<file path="src/rtl/lsu_pkg.sv">
// Shared definitions for the load/store stage: ls_info bit positions,
// FSM states, access sizes and size/alignment helpers.
package lsu_pkg;

  localparam int LS_W   = 11;
  localparam int LS_LB  = 10;
  localparam int LS_LH  = 9;
  localparam int LS_LW  = 8;
  localparam int LS_LD  = 7;
  localparam int LS_LBU = 6;
  localparam int LS_LHU = 5;
  localparam int LS_LWU = 4;
  localparam int LS_SB  = 3;
  localparam int LS_SH  = 2;
  localparam int LS_SW  = 1;
  localparam int LS_SD  = 0;

  localparam logic [1:0] SZ_B = 2'd0;
  localparam logic [1:0] SZ_H = 2'd1;
  localparam logic [1:0] SZ_W = 2'd2;
  localparam logic [1:0] SZ_D = 2'd3;

  typedef enum logic [1:0] {IDLE, BUS, RESP} state_t;

  function automatic logic [1:0] ls_size(input logic [LS_W-1:0] info);
    if (info[LS_LB] | info[LS_LBU] | info[LS_SB])      return SZ_B;
    else if (info[LS_LH] | info[LS_LHU] | info[LS_SH]) return SZ_H;
    else if (info[LS_LW] | info[LS_LWU] | info[LS_SW]) return SZ_W;
    else                                               return SZ_D;
  endfunction

  function automatic logic misaligned(input logic [LS_W-1:0] info, input logic [2:0] off);
    case (ls_size(info))
      SZ_B:    return 1'b0;
      SZ_H:    return off[0];
      SZ_W:    return |off[1:0];
      default: return |off;
    endcase
  endfunction

endpackage

</file>
<file path="src/rtl/lsu_align.sv">
// Combinational lane steering: store byte mask and shifted data, plus
// load-data shift, truncate and sign/zero extension.
module lsu_align
  import lsu_pkg::*;
(
  input  logic [LS_W-1:0] ls_info,
  input  logic [2:0]      off,
  input  logic [63:0]     wdata,
  input  logic [63:0]     rdata,
  output logic [7:0]      wmask,
  output logic [63:0]     wdata_sh,
  output logic [63:0]     rdata_ext
);

  logic [5:0]  sh;
  logic [63:0] wtrunc;
  logic [63:0] rsh;

  assign sh = {off, 3'b000};

  always_comb begin
    wmask  = '0;
    wtrunc = '0;
    // 8-bit shifts drop bits past lane 7, so a mask never wraps
    if (ls_info[LS_SB]) begin
      wmask  = 8'h01 << off;
      wtrunc = {56'b0, wdata[7:0]};
    end else if (ls_info[LS_SH]) begin
      wmask  = 8'h03 << off;
      wtrunc = {48'b0, wdata[15:0]};
    end else if (ls_info[LS_SW]) begin
      wmask  = 8'h0F << off;
      wtrunc = {32'b0, wdata[31:0]};
    end else if (ls_info[LS_SD]) begin
      wmask  = 8'hFF;
      wtrunc = wdata;
    end
    wdata_sh = wtrunc << sh;

    rsh       = rdata >> sh;
    rdata_ext = rsh;
    if      (ls_info[LS_LB])  rdata_ext = {{56{rsh[7]}},  rsh[7:0]};
    else if (ls_info[LS_LH])  rdata_ext = {{48{rsh[15]}}, rsh[15:0]};
    else if (ls_info[LS_LW])  rdata_ext = {{32{rsh[31]}}, rsh[31:0]};
    else if (ls_info[LS_LBU]) rdata_ext = {56'b0, rsh[7:0]};
    else if (ls_info[LS_LHU]) rdata_ext = {48'b0, rsh[15:0]};
    else if (ls_info[LS_LWU]) rdata_ext = {32'b0, rsh[31:0]};
  end

endmodule

</file>
<file path="src/rtl/lsu.sv">
// Load/store stage: single outstanding data-memory access over req/ack,
// one registered write-back beat per instruction. LSU_MISALIGN_TRAP_EN
// turns misaligned accesses into a bus-free trap beat on o_misalign.
module lsu
  import lsu_pkg::*;
#(
  parameter int ADDR_W = 64,
  parameter int DATA_W = 64
) (
  input  logic              clock,
  input  logic              reset_n,
  input  logic              i_valid,
  output logic              o_ready,
  input  logic [DATA_W-1:0] i_rd_data,
  input  logic [4:0]        i_rd_addr,
  input  logic              i_rd_wen,
  input  logic [ADDR_W-1:0] i_mem_addr,
  input  logic [DATA_W-1:0] i_mem_wdata,
  input  logic [LS_W-1:0]   i_ls_info,
  input  logic              i_mem_read,
  input  logic              i_mem_write,
  output logic              o_dmem_req,
  output logic              o_dmem_we,
  output logic [ADDR_W-1:0] o_dmem_addr,
  output logic [DATA_W-1:0] o_dmem_wdata,
  output logic [7:0]        o_dmem_wmask,
  input  logic              i_dmem_ack,
  input  logic [DATA_W-1:0] i_dmem_rdata,
  output logic              o_wb_valid,
  output logic              o_wb_rd_wen,
  output logic [4:0]        o_wb_rd_addr,
  output logic [DATA_W-1:0] o_wb_rd_data,
  output logic              o_misalign
);

  state_t state, state_n;

  logic [ADDR_W-1:0] lat_addr;
  logic [DATA_W-1:0] lat_wdata;
  logic [LS_W-1:0]   lat_info;
  logic              lat_we;
  logic [4:0]        lat_rd_addr;
  logic              lat_rd_wen;

  logic              wb_valid, wb_rd_wen;
  logic [4:0]        wb_rd_addr;
  logic [DATA_W-1:0] wb_rd_data;

  logic              accept, is_mem, trap;
  logic [7:0]        wmask;
  logic [63:0]       wdata_sh, rdata_ext;

  assign accept = i_valid & (state == IDLE);
  // a memory flag without any ls_info bit has nothing to access
  assign is_mem = (i_mem_read | i_mem_write) & (|i_ls_info);

`ifdef LSU_MISALIGN_TRAP_EN
  logic mis_q;
  assign trap       = is_mem & misaligned(i_ls_info, i_mem_addr[2:0]);
  assign o_misalign = mis_q;
`else
  assign trap       = 1'b0;
  assign o_misalign = 1'b0;
`endif

  lsu_align u_align (
    .ls_info   (lat_info),
    .off       (lat_addr[2:0]),
    .wdata     (lat_wdata),
    .rdata     (i_dmem_rdata),
    .wmask     (wmask),
    .wdata_sh  (wdata_sh),
    .rdata_ext (rdata_ext)
  );

  always_comb begin
    state_n = state;
    case (state)
      IDLE:    if (accept && is_mem) state_n = trap ? RESP : BUS;
      BUS:     if (i_dmem_ack) state_n = RESP;
      RESP:    state_n = IDLE;
      default: state_n = IDLE;
    endcase
  end

  always_ff @(posedge clock) begin
    if (!reset_n) begin
      state       <= IDLE;
      lat_addr    <= '0;
      lat_wdata   <= '0;
      lat_info    <= '0;
      lat_we      <= 1'b0;
      lat_rd_addr <= '0;
      lat_rd_wen  <= 1'b0;
      wb_valid    <= 1'b0;
      wb_rd_wen   <= 1'b0;
      wb_rd_addr  <= '0;
      wb_rd_data  <= '0;
`ifdef LSU_MISALIGN_TRAP_EN
      mis_q       <= 1'b0;
`endif
    end else begin
      state    <= state_n;
      wb_valid <= 1'b0;
`ifdef LSU_MISALIGN_TRAP_EN
      mis_q    <= 1'b0;
`endif
      if (accept) begin
        if (!is_mem) begin
          wb_valid   <= 1'b1;
          wb_rd_wen  <= i_rd_wen;
          wb_rd_addr <= i_rd_addr;
          wb_rd_data <= i_rd_data;
        end else
`ifdef LSU_MISALIGN_TRAP_EN
        if (trap) begin
          wb_valid   <= 1'b1;
          wb_rd_wen  <= 1'b0;
          wb_rd_addr <= i_rd_addr;
          wb_rd_data <= DATA_W'(i_mem_addr);
          mis_q      <= 1'b1;
        end else
`endif
        begin
          lat_addr    <= i_mem_addr;
          lat_wdata   <= i_mem_wdata;
          lat_info    <= i_ls_info;
          lat_we      <= i_mem_write;
          lat_rd_addr <= i_rd_addr;
          lat_rd_wen  <= i_rd_wen;
        end
      end
      if (state == BUS && i_dmem_ack) begin
        wb_valid   <= 1'b1;
        wb_rd_wen  <= lat_rd_wen & ~lat_we;
        wb_rd_addr <= lat_rd_addr;
        wb_rd_data <= rdata_ext;
      end
    end
  end

  assign o_ready      = (state == IDLE);
  assign o_dmem_req   = (state == BUS);
  assign o_dmem_we    = lat_we;
  assign o_dmem_addr  = {lat_addr[ADDR_W-1:3], 3'b000};
  assign o_dmem_wdata = wdata_sh;
  assign o_dmem_wmask = wmask;
  assign o_wb_valid   = wb_valid;
  assign o_wb_rd_wen  = wb_rd_wen;
  assign o_wb_rd_addr = wb_rd_addr;
  assign o_wb_rd_data = wb_rd_data;

endmodule
</file>
<file path="config.mk">
export PLATFORM = sky130hd
export DESIGN_NAME = lsu
export DESIGN_NICKNAME = d
export VERILOG_FILES = /design/src/rtl/lsu_pkg.sv /design/src/rtl/lsu_align.sv /design/src/rtl/lsu.sv
export SDC_FILE = /design/constraint.sdc
export NUM_CORES = 1
export LEC_CHECK = 0
export CAP_MARGIN = 20
export CORE_ASPECT_RATIO = 0.8
export CORE_MARGIN = 5
export CORE_UTILIZATION = 42
export CTS_BUF_LIST = sky130_fd_sc_hd__clkbuf_4 sky130_fd_sc_hd__clkbuf_8 sky130_fd_sc_hd__clkbuf_16
export DETAILED_ROUTE_END_ITERATION = 10
export PLACE_DENSITY = 0.87
export SYNTH_ARGS = -nofsm -noshare
export SYNTH_HDL_FRONTEND = slang
export SYNTH_HIERARCHICAL = 1
export SYNTH_SLANG_ARGS = --single-unit
</file>
<file path="constraint.sdc">
create_clock -name clock -period 2.3 [get_ports clock]
set_clock_uncertainty 0.2 [all_clocks]
set_input_delay 0.46 -clock clock [delete_from_list [all_inputs] [get_ports clock]]
set_output_delay 0.46 -clock clock [all_outputs]
set_load 0.005 [all_outputs]
</file>
==> summary.md, run 1 <==
| Metric | Value |
|---|---|
| Status | finished, violations left |
| Violated checks | setup timing |
| Clock sinks | 218 |
| H-tree depth | 1 |
| Vias in the first global route | 16613 |
| Grt total ovfl | 0 |
| Final worst slack | -0.7627 ns |
| Critical path's slowest cell | or3_4 |
| FF-to-FF setup slack | -0.55 ns |
| Starting Density | 0.4264 |
| Max Fclk | roughly 0.33 GHz |
| FF-to-FF Start | lat_addr[0] |
| Longest Clk Path Bufs | 3 |
| Final Util | 0.7227 |
| Total wire length | 70.92 mm |
| Chip height | ~180 µm |
| Place WS | -0.5934 ns |
| Clock Latency Late Sink | 0.56 ns |
| Area growth from synthesis to layout | 69.48% |
| CP Cell Sequence | or3_4 > buf_6 > nor2b_4 > a22oi_2 > o32ai_1 > a31o_1 > buf_2 |
| Crit Reg-Reg Endpoint | o_wb_rd_data[22] |
| Rel. slew slack | 0.2192 |
| RSZ-0062 raised after global routing | yes |
| Drt pass-1 iters | 6 |
| Largest net degree at the start of global routing | 109 |
| DR vias | 16940 |
| Largest stage delay, worst path | 0.45 ns |
| Delay-heaviest family, CP | simple AND/OR/NAND/NOR gates |
| HPWL Detailed | between 40 and 50 mm |
| Layout cells sized above 1 | 0.3299 |
| DP Area | 0.02080 mm² |
| Crit Path Class | flip-flop to output pin |
| Power Density | between 500 and 600 mW/mm² |
| Iter 0 DRT Violations | 1824 |
| Fin crit share | 1.332 |
| Endpoints failing hold | 0 |
| Hold crit path type | input port to flip-flop |
| Reg clk slew, reported paths | 0.07 ns |
| First-pass GRT wire length | between 90 and 100 mm |
| Synthesized area per cell | 8.228 µm² |
| Final setup vio count | 134 |
| Worst EP arrival | roughly 2.4 ns |
| CTS tree | done |
| R2R cell count | 12 |
| Cts hold-fix bufs | 0 |
| Tmin final | 3.063 ns |
| Maximum VDD drop | about 0.00055 V |
| DR WL/cell | 24.92 µm |
| Max FO, Critical Path | 7 |
| Pleak | 9.664 nW |
| Synthesized area | 0.01434 mm² |
| Instance count on the critical path | 7 |
| Hold path cells | 3 |
| Initial antenna violation count | 5 |
| Max-slew violations | 0 |
| # DRC | 0 |
| Synth warn | 6 |
| Die area | approximately 0.038 mm² |
| Overall power | 13.56 mW |
| Design Area, Final | 0.02431 mm² |
| Antenna Nets Post-Route | 0 |
| CTS Root Cell | clkbuf_16 |
| GRT Util Overall | 0.3319 |
| Total CTS buffers | 25 |
| Drt via density | 5.952 |
| Number of buffers and inverters on the critical path | 2 |
| Hold_ws | about 0.065 ns |
| # Max-Cap Violations | 0 |
| Final Net Count | 2681 |
| Core area | 0.03363 mm² |
| Row cnt | 60 |
| Startpoint Class | flip-flop |
| Worst slew pin tran | 1.171 ns |
| GP Congestion | 0.9710 |
| Cells after Synth | approximately 1700 |
| Hold wc startpoint | reset_n |
| CP endpoint kind | output pin |
| # fillers | 2258 |
| Port Buf Inserts | 485 |
| # IOs | 490 |
| CP required | 1.64 ns |
| Die X | 216.6 µm |
| Hold Crit Endpoint | o_wb_rd_data[62] |
[how the worst max path moves through the flow]
| stage | slack, ns | endpoint | from |
|---|---|---|---|
| 2_1_floorplan | -0.003 | o_dmem_wmask[2] | lat_addr[0] |
| 3_3_place_gp | -0.53 | o_dmem_wdata[55] | lat_info[2] |
| 3_5_place_dp | -0.59 | o_wb_rd_data[41] | i_dmem_rdata[55] |
| 4_1_cts | -0.73 | o_dmem_wdata[47] | lat_info[0] |
| 5_1_grt | -0.80 | o_dmem_wdata[26] | lat_info[0] |
| 6_report | -0.76 | o_dmem_wdata[54] | lat_info[0] |
[through the flow]
step / setup TNS (ns) / std cells
after floorplan: -0.002884 / 1746
after global placement: -75.40 / 2713
after detailed placement: -88.19 / 2713
after CTS: -59.44 / 2823
after global routing: -77.18 / 2845
final: -70.70 / 2846
[final cells by class]
| type | instances | area (µm²) | area share |
|---|---|---|---|
| well taps | 434 | 543.0 | 0.02234 |
| clock buffers | 34 | 735.7 | 0.03027 |
| multi-input cells | 1299 | 10260 | 0.4223 |
| repair buffers | 841 | 8219 | 0.3382 |
| inverters | 7 | 43.79 | 0.001802 |
| clock inverters | 11 | 107.6 | 0.004427 |
| flip-flops and latches | 218 | 4388 | 0.1805 |
| diodes | 2 | 5.005 | 0.0002059 |
[what timing repair did]
| action | CTS | global route |
|---|---|---|
| gates resized for setup | 640 | 183 |
| endpoints found under the setup margin | 136 | 136 |
| cloned | 10 | 3 |
| setup buffers | 69 | 27 |
| pin swaps | 133 | 98 |
[metal layers]
layer  wire [µm]  part of all wire  GRT usage  vias to the layer above
li1            -                 -          -                     7339
met1       25930              0.37     0.3985                     8055
met2       32810              0.46     0.5643                     1189
met3        8015              0.11     0.1015                      351
met4        4116             0.058     0.1197                        6
met5          42           0.00059          0                        -
[worst reg2reg max path, cell delays in order, from the launching register on]
cell	delay [ns]
dfxtp_4	0.42
buf_12	0.12
buf_12	0.10
buf_12	0.12
buf_8	0.12
mux2i_1	0.30
a21oi_1	0.19
a41oi_4	0.32
buf_6	0.22
buf_6	0.13
o21ai_4	0.05
o211ai_1	0.30
mux2i_1	0.12
[registers in the layout, summed over array words and instances, names as in the netlist]
register	flops
lat_addr	64
lat_wdata	64
o_wb_rd_data	64
lat_info	10
lat_rd_addr	5
o_wb_rd_addr	5
state	2
lat_rd_wen	1
o_dmem_we	1
o_wb_rd_wen	1
o_wb_valid	1
[report_power, final]
| part | leakage, nW | switching [mW] | internal, mW | total (mW) |
|---|---|---|---|---|
| logic | 7.45 | 2.49 | 2.63 | 5.12 |
| clock network | 0.420 | 1.79 | 2.38 | 4.17 |
| registers | 1.79 | 0.226 | 4.04 | 4.26 |
| total | 9.66 | 4.51 | 9.05 | 13.6 |
[placed cells by master, fill, tap and decap left out, types with 12 or more instances in the layout]
cell type and instances:
a211oi_2 13, a21oi_1 23, a21oi_2 22, a22oi_2 12, and2_4 13, buf_12 34, buf_2 59, buf_4 240
buf_6 74, clkbuf_16 29, clkdlybuf4s50_1 411, dfxtp_1 211, mux2_4 16, mux2i_1 256, mux4_2 14, nand2_1 384
nand2_2 13, nand2b_1 73, nand3_1 12, nor2_1 53, nor2_2 20, o211ai_1 73, o21ai_1 25, o21ai_2 47
o21ai_4 17
Note: power is estimated with default switching activity, not from simulation.
==> inputs of run 2 (changes only) <==
--- a/config.mk
+++ b/config.mk
@@ -9,7 +9,7 @@
 export CORE_ASPECT_RATIO = 0.8
 export CORE_MARGIN = 5
 export CORE_UTILIZATION = 42
-export CTS_BUF_LIST = sky130_fd_sc_hd__clkbuf_4 sky130_fd_sc_hd__clkbuf_8 sky130_fd_sc_hd__clkbuf_16
+export CTS_BUF_LIST = sky130_fd_sc_hd__clkbuf_8 sky130_fd_sc_hd__clkbuf_16
 export DETAILED_ROUTE_END_ITERATION = 10
 export PLACE_DENSITY = 0.87
 export SYNTH_ARGS = -nofsm -noshare
==> summary.md, run 2 (synthesis gave the netlist of run 1 again) <==
| Metric | Value |
|---|---|
| Cts hold-fix bufs | 0 |
| Clock Latency Late Sink | 0.55 ns |
| CP endpoint kind | output pin |
| Final Util | 0.7241 |
| DR WL/cell | approximately 25 µm |
| RSZ-0062 raised after global routing | yes |
| CTS Root Cell | clkbuf_16 |
| Endpoints failing hold | 0 |
| Critical path's slowest cell | o41a_1 |
| Longest Clk Path Bufs | 3 |
| Final worst slack | -0.8591 ns |
| Rel. slew slack | 0.1356 |
| Worst EP arrival | 2.50 ns |
| Max Fclk | between 0.3 and 0.4 GHz |
| Reg clk slew, reported paths | ~0.07 ns |
| Hold crit path type | input port to flip-flop |
| CTS tree | done |
| Drt pass-1 iters | 7 |
| Place WS | -0.5934 ns |
| Status | finished, violations left |
| Largest net degree at the start of global routing | 109 |
| Final Net Count | approximately 2700 |
| Most common cell after layout, fill and taps aside | clkdlybuf4s50_1 |
| First-pass GRT wire length | 99.66 mm |
| HPWL Detailed | 48.14 mm |
| Drt via density | between 5 and 6 |
| CP required | 1.64 ns |
| Fin Setup TNS | -70.77 ns |
| Grt total ovfl | 0 |
| DR vias | roughly 17000 |
| Chip height | 175.3 µm |
| Port Buf Inserts | 485 |
| Fin crit share | 1.374 |
| Final setup vio count | approximately 140 |
| Antenna Nets Post-Route | 0 |
| # fillers | 2247 |
| Max FO, Critical Path | 8 |
| Area growth from synthesis to layout | 69.80% |
| Largest stage delay, worst path | 0.57 ns |
| Max-slew violations | 0 |
| GRT Util Overall | 0.3309 |
| GP Congestion | 0.9710 |
| H-tree depth | 1 |
| Clock sinks | 218 |
| # Max-Cap Violations | 0 |
| Hold_ws | 0.06702 ns |
| Commonest non-fill, non-tap cells in the layout | 411 x clkdlybuf4s50_1, 384 x nand2_1, 252 x mux2i_1, 251 x buf_4, 211 x dfxtp_1 |
| Initial antenna violation count | 5 |
| Delay-heaviest family, CP | compound AO/OA/AOI/OAI gates |
| CP Cell Sequence | o41a_1 > a32oi_1 > buf_4 > buf_6 > nor2_2 > a21oi_1 > nor2_1 > buf_2 |
| Total CTS buffers | 25 |
| Row cnt | 60 |
| # IOs | 490 |
| Vias in the first global route | 16844 |
| Violated checks | setup timing |
| Pleak | between 9 and 10 nW |
| # DRC | 0 |
| Placed cells | 2713 |
| Startpoint Class | flip-flop |
| Post-Layout Cell Count | 2854 |
| Iter 0 DRT Violations | just over 2000 |
| Starting Density | 0.4264 |
| Worst slew pin tran | 1.297 ns |
| Tmin final | roughly 3.2 ns |
| Die X | between 200 and 250 µm |
| Power Density | 554.4 mW/mm² |
| Die area | 0.03796 mm² |
| Crit Path Class | flip-flop to output pin |
| Total wire length | 71.52 mm |
| Maximum VDD drop | 0.0005492 V |
| Core area | 0.03363 mm² |
| Layout cells sized above 1 | 0.3285 |
| Number of buffers and inverters on the critical path | 3 |
run 2: changes by cell type in the layout (fill, tap and decap cells not counted), moves of 4 or more:
cell and change:
a221oi_4 +4, a21oi_2 +5, mux2i_1 -4, inv_1 +5, o21ai_0 +5, buf_4 +11, a221oi_2 -4, o21ai_2 -7
clkbuf_4 -4, buf_6 -7
run 2: metrics by stage:
| step | cell area (µm²) | power (mW) |
|---|---|---|
| after floorplan | 14390 | 6.132 |
| after global placement | 20800 | 8.092 |
| after detailed placement | 20800 | 8.167 |
| after CTS | 23500 | 12.91 |
| after global routing | 24350 | 13.90 |
| final | 24350 | 13.50 |
run 2: report_power, final:
part / leakage, nW / total (mW) / internal [mW] / switching, mW
clock network: 0.423 / 4.08 / 2.31 / 1.77
registers: 1.79 / 4.26 / 4.04 / 0.222
logic: 7.47 / 5.16 / 2.63 / 2.53
total: 9.68 / 13.5 / 8.98 / 4.52
run 2: repair_timing:
action                     CTS  global route
pin swaps                  143            85
resized for setup          652           162
cloned                      10             3
setup endpoints to repair  135           136
buffers inserted            80            25
run 2: worst reg2reg max path, delay by kind of cell, from the launching register on:
family / cells / cell delay [ns]
flip-flops: 1 / 0.38
multiplexers: 2 / 0.51
buffers and inverters: 5 / 0.76
AND/OR/NAND/NOR: 1 / 0.08
AO/OA/AOI/OAI: 4 / 0.89
run 2: worst paths after layout:
| path | cells after the start | start | to | slack [ns] |
|---|---|---|---|---|
| setup / recovery | 8 | lat_info[0] | o_dmem_wdata[31] | -0.86 |
| hold reg to reg | 2 | lat_addr[21] | lat_addr[21] | 0.26 |
| hold / removal | 3 | reset_n | o_wb_rd_data[62] | 0.07 |
| setup reg to reg | 12 | lat_addr[0] | o_wb_rd_data[43] | -0.66 |
run 2: layout make-up:
| type | instances | area (µm²) | share of cell area |
|---|---|---|---|
| Multi-Input combinational cell | 1299 | 10300 | 0.4228 |
| Timing Repair Buffer | 848 | 8245 | 0.3386 |
| Sequential cell | 218 | 4388 | 0.1802 |
| Clock buffer | 30 | 705.7 | 0.02898 |
| Tap cell | 434 | 543.0 | 0.02230 |
| Clock inverter | 15 | 122.6 | 0.005035 |
| Inverter | 7 | 43.79 | 0.001798 |
| Antenna cell | 3 | 7.507 | 0.0003083 |
run 2: routing by layer:
metal,part of all wire,vias to the layer above,global-route usage
met5,0.00048,-,0
met4,0.065,6,0.1362
met3,0.11,364,0.1051
met2,0.46,1195,0.5543
met1,0.37,8128,0.3948
li1,-,7363,-
==> patch 1, RTL diff (flow settings as in run 2) <==
Change the package constant `LS_W` from 11 to 22.
--- a/src/rtl/lsu_pkg.sv
+++ b/src/rtl/lsu_pkg.sv
@@ -3,5 +3,5 @@
 package lsu_pkg;
 
-  localparam int LS_W   = 11;
+  localparam int LS_W   = 22;
   localparam int LS_LB  = 10;
   localparam int LS_LH  = 9;
Interface: changed (resized i_ls_info); port bits go from 490 to 501. The function was not compared with the original's and may differ.
==> patch 1 against run 2 <==
The run still ends with setup timing left; worst setup slack got worse by 0.038 ns; highest routed layer unchanged; synthesized cell count is 0.11% higher; global-route usage shrank 1.4 points; power shrank 3.2%; area after synthesis up 0.79%; cell area fell by 3.2%; sequential cell count stayed put; first-iteration DRC count shrank 23%; final cell count increased by 0.39%; wire length shrank 6.8%; clock power increased by 6.1%; non-clock buffer count stayed put.
==> patch 1: results (changes against run 2) <==
\begin{tabular}{lr}
\hline
Metric & Value \\
\hline
\multicolumn{2}{l}{\textbf{Cells and area}} \\
Comb\_multi\_in & 1306 (+0.54\%) \\
Signal buffers share of area & 0.343 (+0.00465) \\
Filler instances & 2505 (+11\%) \\
Clock network area share & 0.0369 (+0.00293) \\
Clock buffer instance count of the final layout & 27 (-10\%) \\
\multicolumn{2}{l}{\textbf{Placement}} \\
Number of port buffers & 496 (+2.3\%) \\
Placed Area & 21300 um\^{}2 (+2.2\%) \\
Half-perimeter wire length after detailed placement & 50000 um (+3.9\%) \\
Final weighted congestion in routability-driven placement & 0.997 (+2.6\%) \\
Dpl ws & -0.848 ns (-0.255 ns) \\
Cell Count Post-Placement & 2748 (+1.3\%) \\
\multicolumn{2}{l}{\textbf{GRT}} \\
Largest net degree at the start of global routing & 80 (-27\%) \\
First-pass GRT wire length & 96100 um (-3.6\%) \\
Vias in the first global route & 16043 (-4.8\%) \\
Initial antenna violation count & 8 (+3) \\
GRT Overall Usage & 0.317 (-0.0138) \\
\multicolumn{2}{l}{\textbf{Floorplan}} \\
Total Die Area & 38200 um\^{}2 (+0.75\%) \\
\multicolumn{2}{l}{\textbf{Hold path}} \\
Hold EP & lat\_info[5]\$\_SDFFE\_PN0P\_ \\
\multicolumn{2}{l}{\textbf{Clock network}} \\
Buffers inserted during post-CTS setup optimization & 40 (-50\%) \\
Cts repair resizes & 415 (-36\%) \\
\multicolumn{2}{l}{\textbf{Critical path}} \\
Largest fanout on the critical path & 5 (-3) \\
Slowest Stage Delay on Critical Path & 0.52 ns (-0.05 ns) \\
Depth of the worst register-to-register path & 14 (+2) \\
Data arrival time at the worst-slack endpoint & 2.54 ns (+0.04 ns) \\
Worst path slowest cell & sky130\_fd\_sc\_hd\_\_or4b\_4 \\
Capture instance of the worst register-to-register path & o\_wb\_rd\_data[38]\$\_SDFFE\_PN0P\_ \\
\multicolumn{2}{l}{\textbf{Run status}} \\
Run status & finished with violations \\
Violated checks & setup timing \\
\multicolumn{2}{l}{\textbf{Timing}} \\
Relative max-transition margin & 0.558 (+0.423) \\
TNS Setup & -74.37 ns (-3.60 ns) \\
Worst setup slack after layout & -0.897 ns (-0.0378 ns) \\
Worst hold slack & 0.0359 ns (-0.0311 ns) \\
Final setup fails & 135 (unchanged) \\
\multicolumn{2}{l}{\textbf{Power and ir drop}} \\
Static leakage power & 10.0 nW (+3.3\%) \\
\multicolumn{2}{l}{\textbf{Yosys}} \\
Cells after Synth & 1745 (+0.11\%) \\
\multicolumn{2}{l}{\textbf{Drt}} \\
Average detailed-routed wire length per instance & 23.3 um (-7.1\%) \\
Detailed-route vias per instance & 5.62 (-6.0\%) \\
\hline
\end{tabular}
patch 1: changes by cell type in the layout (fill, tap and decap cells not counted), moves of 15 or more:
cell	run 2	this run
sky130_fd_sc_hd__a21oi_1	21	45
sky130_fd_sc_hd__a21oi_2	27	10
sky130_fd_sc_hd__buf_4	251	267
sky130_fd_sc_hd__buf_6	67	44
sky130_fd_sc_hd__mux2_2	8	79
sky130_fd_sc_hd__mux2i_1	252	269
sky130_fd_sc_hd__nand2_1	384	454
sky130_fd_sc_hd__nand2b_1	72	3
sky130_fd_sc_hd__o211ai_1	73	3
sky130_fd_sc_hd__o21ai_0	11	31
sky130_fd_sc_hd__o21ai_2	40	25
sky130_fd_sc_hd__o21ai_4	18	3
patch 1: per-layer routing:
layer / routed length (um) / GRT usage
met1: 27100 / 0.412
met2: 30800 / 0.522
met3: 6110 / 0.0783
met4: 2590 / 0.100
met5: 7 / 0
patch 1: report_power, final:
group	internal [W]	switching, W
Combinational	0.00239	0.00212
Sequential	0.00403	0.000197
Clock	0.00252	0.00181
==> patch 2, RTL diff (settings of run 2) <==
Without the edit above. Make the reset (`reset_n`) asynchronous in one clocked block.
--- a/src/rtl/lsu.sv
+++ b/src/rtl/lsu.sv
@@ -84,5 +84,5 @@
   end
 
-  always_ff @(posedge clock) begin
+  always_ff @(posedge clock or negedge reset_n) begin
     if (!reset_n) begin
       state       <= IDLE;
Function: changed (a bounded check fails within 4 cycles, from zero or initial values and one cycle with reset_n low; the reset may be asserted at any time).
==> patch 2 against run 2 <==
The run still ends with setup timing left; critical path type unchanged; cell area up 1.3%; worst setup slack got worse by 0.044 ns; critical endpoint is now o_dmem_wdata[57]; wire length decreased by 7.6%; count of clock-buffer cells in the layout fell by 1; area after synthesis is 1.8% higher; sequential cell count unchanged; register-to-register slack worse by 0.24 ns.
Power is not compared: it rests on default switching activity, and its combinational part moved more than twofold at a synthesized area within 25%.
==> patch 2: results (changes against run 2) <==
\begin{tabular}{lr}
\hline
Metric & Value \\
\hline
\multicolumn{2}{l}{\textbf{Timing}} \\
Worst setup slack after layout & -0.903 ns (-0.0440 ns) \\
Final setup fails & 136 (+0.74\%) \\
Relative max-transition margin & 0.599 (+0.463) \\
\multicolumn{2}{l}{\textbf{Drt}} \\
Wire length on met1 & 25300 um (-3.9\%) \\
Met2 routed WL & 29700 um (-9.5\%) \\
Average detailed-routed wire length per instance & 27.0 um (+7.6\%) \\
Met3 Wirelength & 7340 um (-5.4\%) \\
Detailed router's first-iteration violation count & 1588 (-22\%) \\
Post-detailed-routing wire length & 66100 um (-7.6\%) \\
Detailed-route vias per instance & 5.80 (-2.9\%) \\
\multicolumn{2}{l}{\textbf{GRT}} \\
Met3 demand-to-capacity share in global routing & 0.100 (-0.00490) \\
First-pass GRT wire length & 92800 um (-6.9\%) \\
Initial antenna violation count & 8 (+3) \\
GRT Overall Usage & 0.311 (-0.0202) \\
Routing usage on met2 & 0.481 (-0.0732) \\
Vias in the first global route & 14777 (-12\%) \\
Largest net degree at the start of global routing & 55 (-50\%) \\
Met1 capacity usage during global routing & 0.403 (+0.00804) \\
\multicolumn{2}{l}{\textbf{Critical path}} \\
Capture instance of the worst register-to-register path & o\_wb\_rd\_data[43]\$\_DFFE\_PN0P\_ \\
Worst Setup EP & o\_dmem\_wdata[57] \\
Slowest Stage Delay on Critical Path & 0.60 ns (+0.03 ns) \\
Launching point of the worst reg2reg path & lat\_addr[0]\$\_DFFE\_PN0P\_ \\
Start point of the critical path & lat\_info[2]\$\_DFFE\_PN0P\_ \\
Data arrival time at the worst-slack endpoint & 2.54 ns (+0.04 ns) \\
Depth of the worst register-to-register path & 13 (+1) \\
\multicolumn{2}{l}{\textbf{Clock network}} \\
Clk pin slew, worst setup/hold paths & 0.07 ns (about the same) \\
Buffers inserted during post-CTS setup optimization & 79 (-1.3\%) \\
CTS hold repair buffers & 1 (+1) \\
Cts repair resizes & 683 (+4.8\%) \\
\multicolumn{2}{l}{\textbf{Placement}} \\
Cell Count Post-Placement & 2281 (-16\%) \\
Half-perimeter wire length after detailed placement & 44100 um (-8.4\%) \\
Dpl ws & -0.710 ns (-0.117 ns) \\
Final weighted congestion in routability-driven placement & 0.986 (+1.5\%) \\
\multicolumn{2}{l}{\textbf{Cells and area}} \\
Filler instances & 2223 (-1.1\%) \\
Share of post-route cells with drive strength above 1 & 0.522 (+0.194) \\
Number of nets in the final layout & 2242 (-17\%) \\
\multicolumn{2}{l}{\textbf{Yosys}} \\
Cells after Synth & 1259 (-28\%) \\
Syn. warnings & 6 (unchanged) \\
\multicolumn{2}{l}{\textbf{Hold path}} \\
Path class of the lowest-slack min-delay path & input pin to async pin \\
\multicolumn{2}{l}{\textbf{Run status}} \\
Run status & finished with violations \\
Violated checks & setup timing \\
\multicolumn{2}{l}{\textbf{Power and ir drop}} \\
Static leakage power & 11.0 nW \\
\hline
\end{tabular}
[patch 2: cell types whose count changed in the layout (fill, tap and decap cells not counted), sizes merged, moves of 4 or more]
cell	before	now
nand2	403	44
mux2	25	304
dfrtp	0	218
dfxtp	218	0
mux2i	273	59
o211ai	73	3
nand2b	75	7
buf	430	414
clkbuf	34	30
diode	3	7
[patch 2: layout make-up]
class                           instances  area share
Antenna cell                            7    0.000710
Tap cell                              472      0.0239
Clock inverter                         17     0.00680
Inverter                                9     0.00238
Timing Repair Buffer                  829       0.327
Multi-Input combinational cell        870       0.390
Sequential cell                       218       0.222
Clock buffer                           29      0.0276
[patch 2: worst max-delay path, delay by kind of cell, from the launching register on]
family                 cells  cell delay (ns)
AOI/OAI and AO/OA          4             1.10
DFF                        1             0.46
buffers and inverters      3             0.41
[patch 2: stage by stage]
stage | cell area [um^2] | hold WS (ns) | setup TNS, ns | util
after global placement | 20900 | 0.233 | -130.84 | 0.605
after detailed placement | 20900 | 0.236 | -138.05 | 0.605
final | 24700 | 0.224 | -99.39 | 0.715
after global routing | 24700 | 0.240 | -107.15 | 0.715
after floorplan | 14700 | -0.0356 | -6.24 | -
after CTS | 23800 | 0.224 | -86.31 | 0.689
[patch 2: worst min-delay path by stage]
stage / start / slack [ns] / endpoint
floorplan: reset_n / -0.04 / lat_addr[0]$_DFFE_PN0P_
global placement: reset_n / 0.23 / o_wb_rd_data[11]$_DFFE_PN0P_
detailed placement: reset_n / 0.24 / o_wb_rd_data[14]$_DFFE_PN0P_
CTS: reset_n / 0.22 / o_wb_rd_data[14]$_DFFE_PN0P_
global route: reset_n / 0.24 / o_wb_rd_data[13]$_DFFE_PN0P_
finish: reset_n / 0.22 / o_wb_rd_data[46]$_DFFE_PN0P_
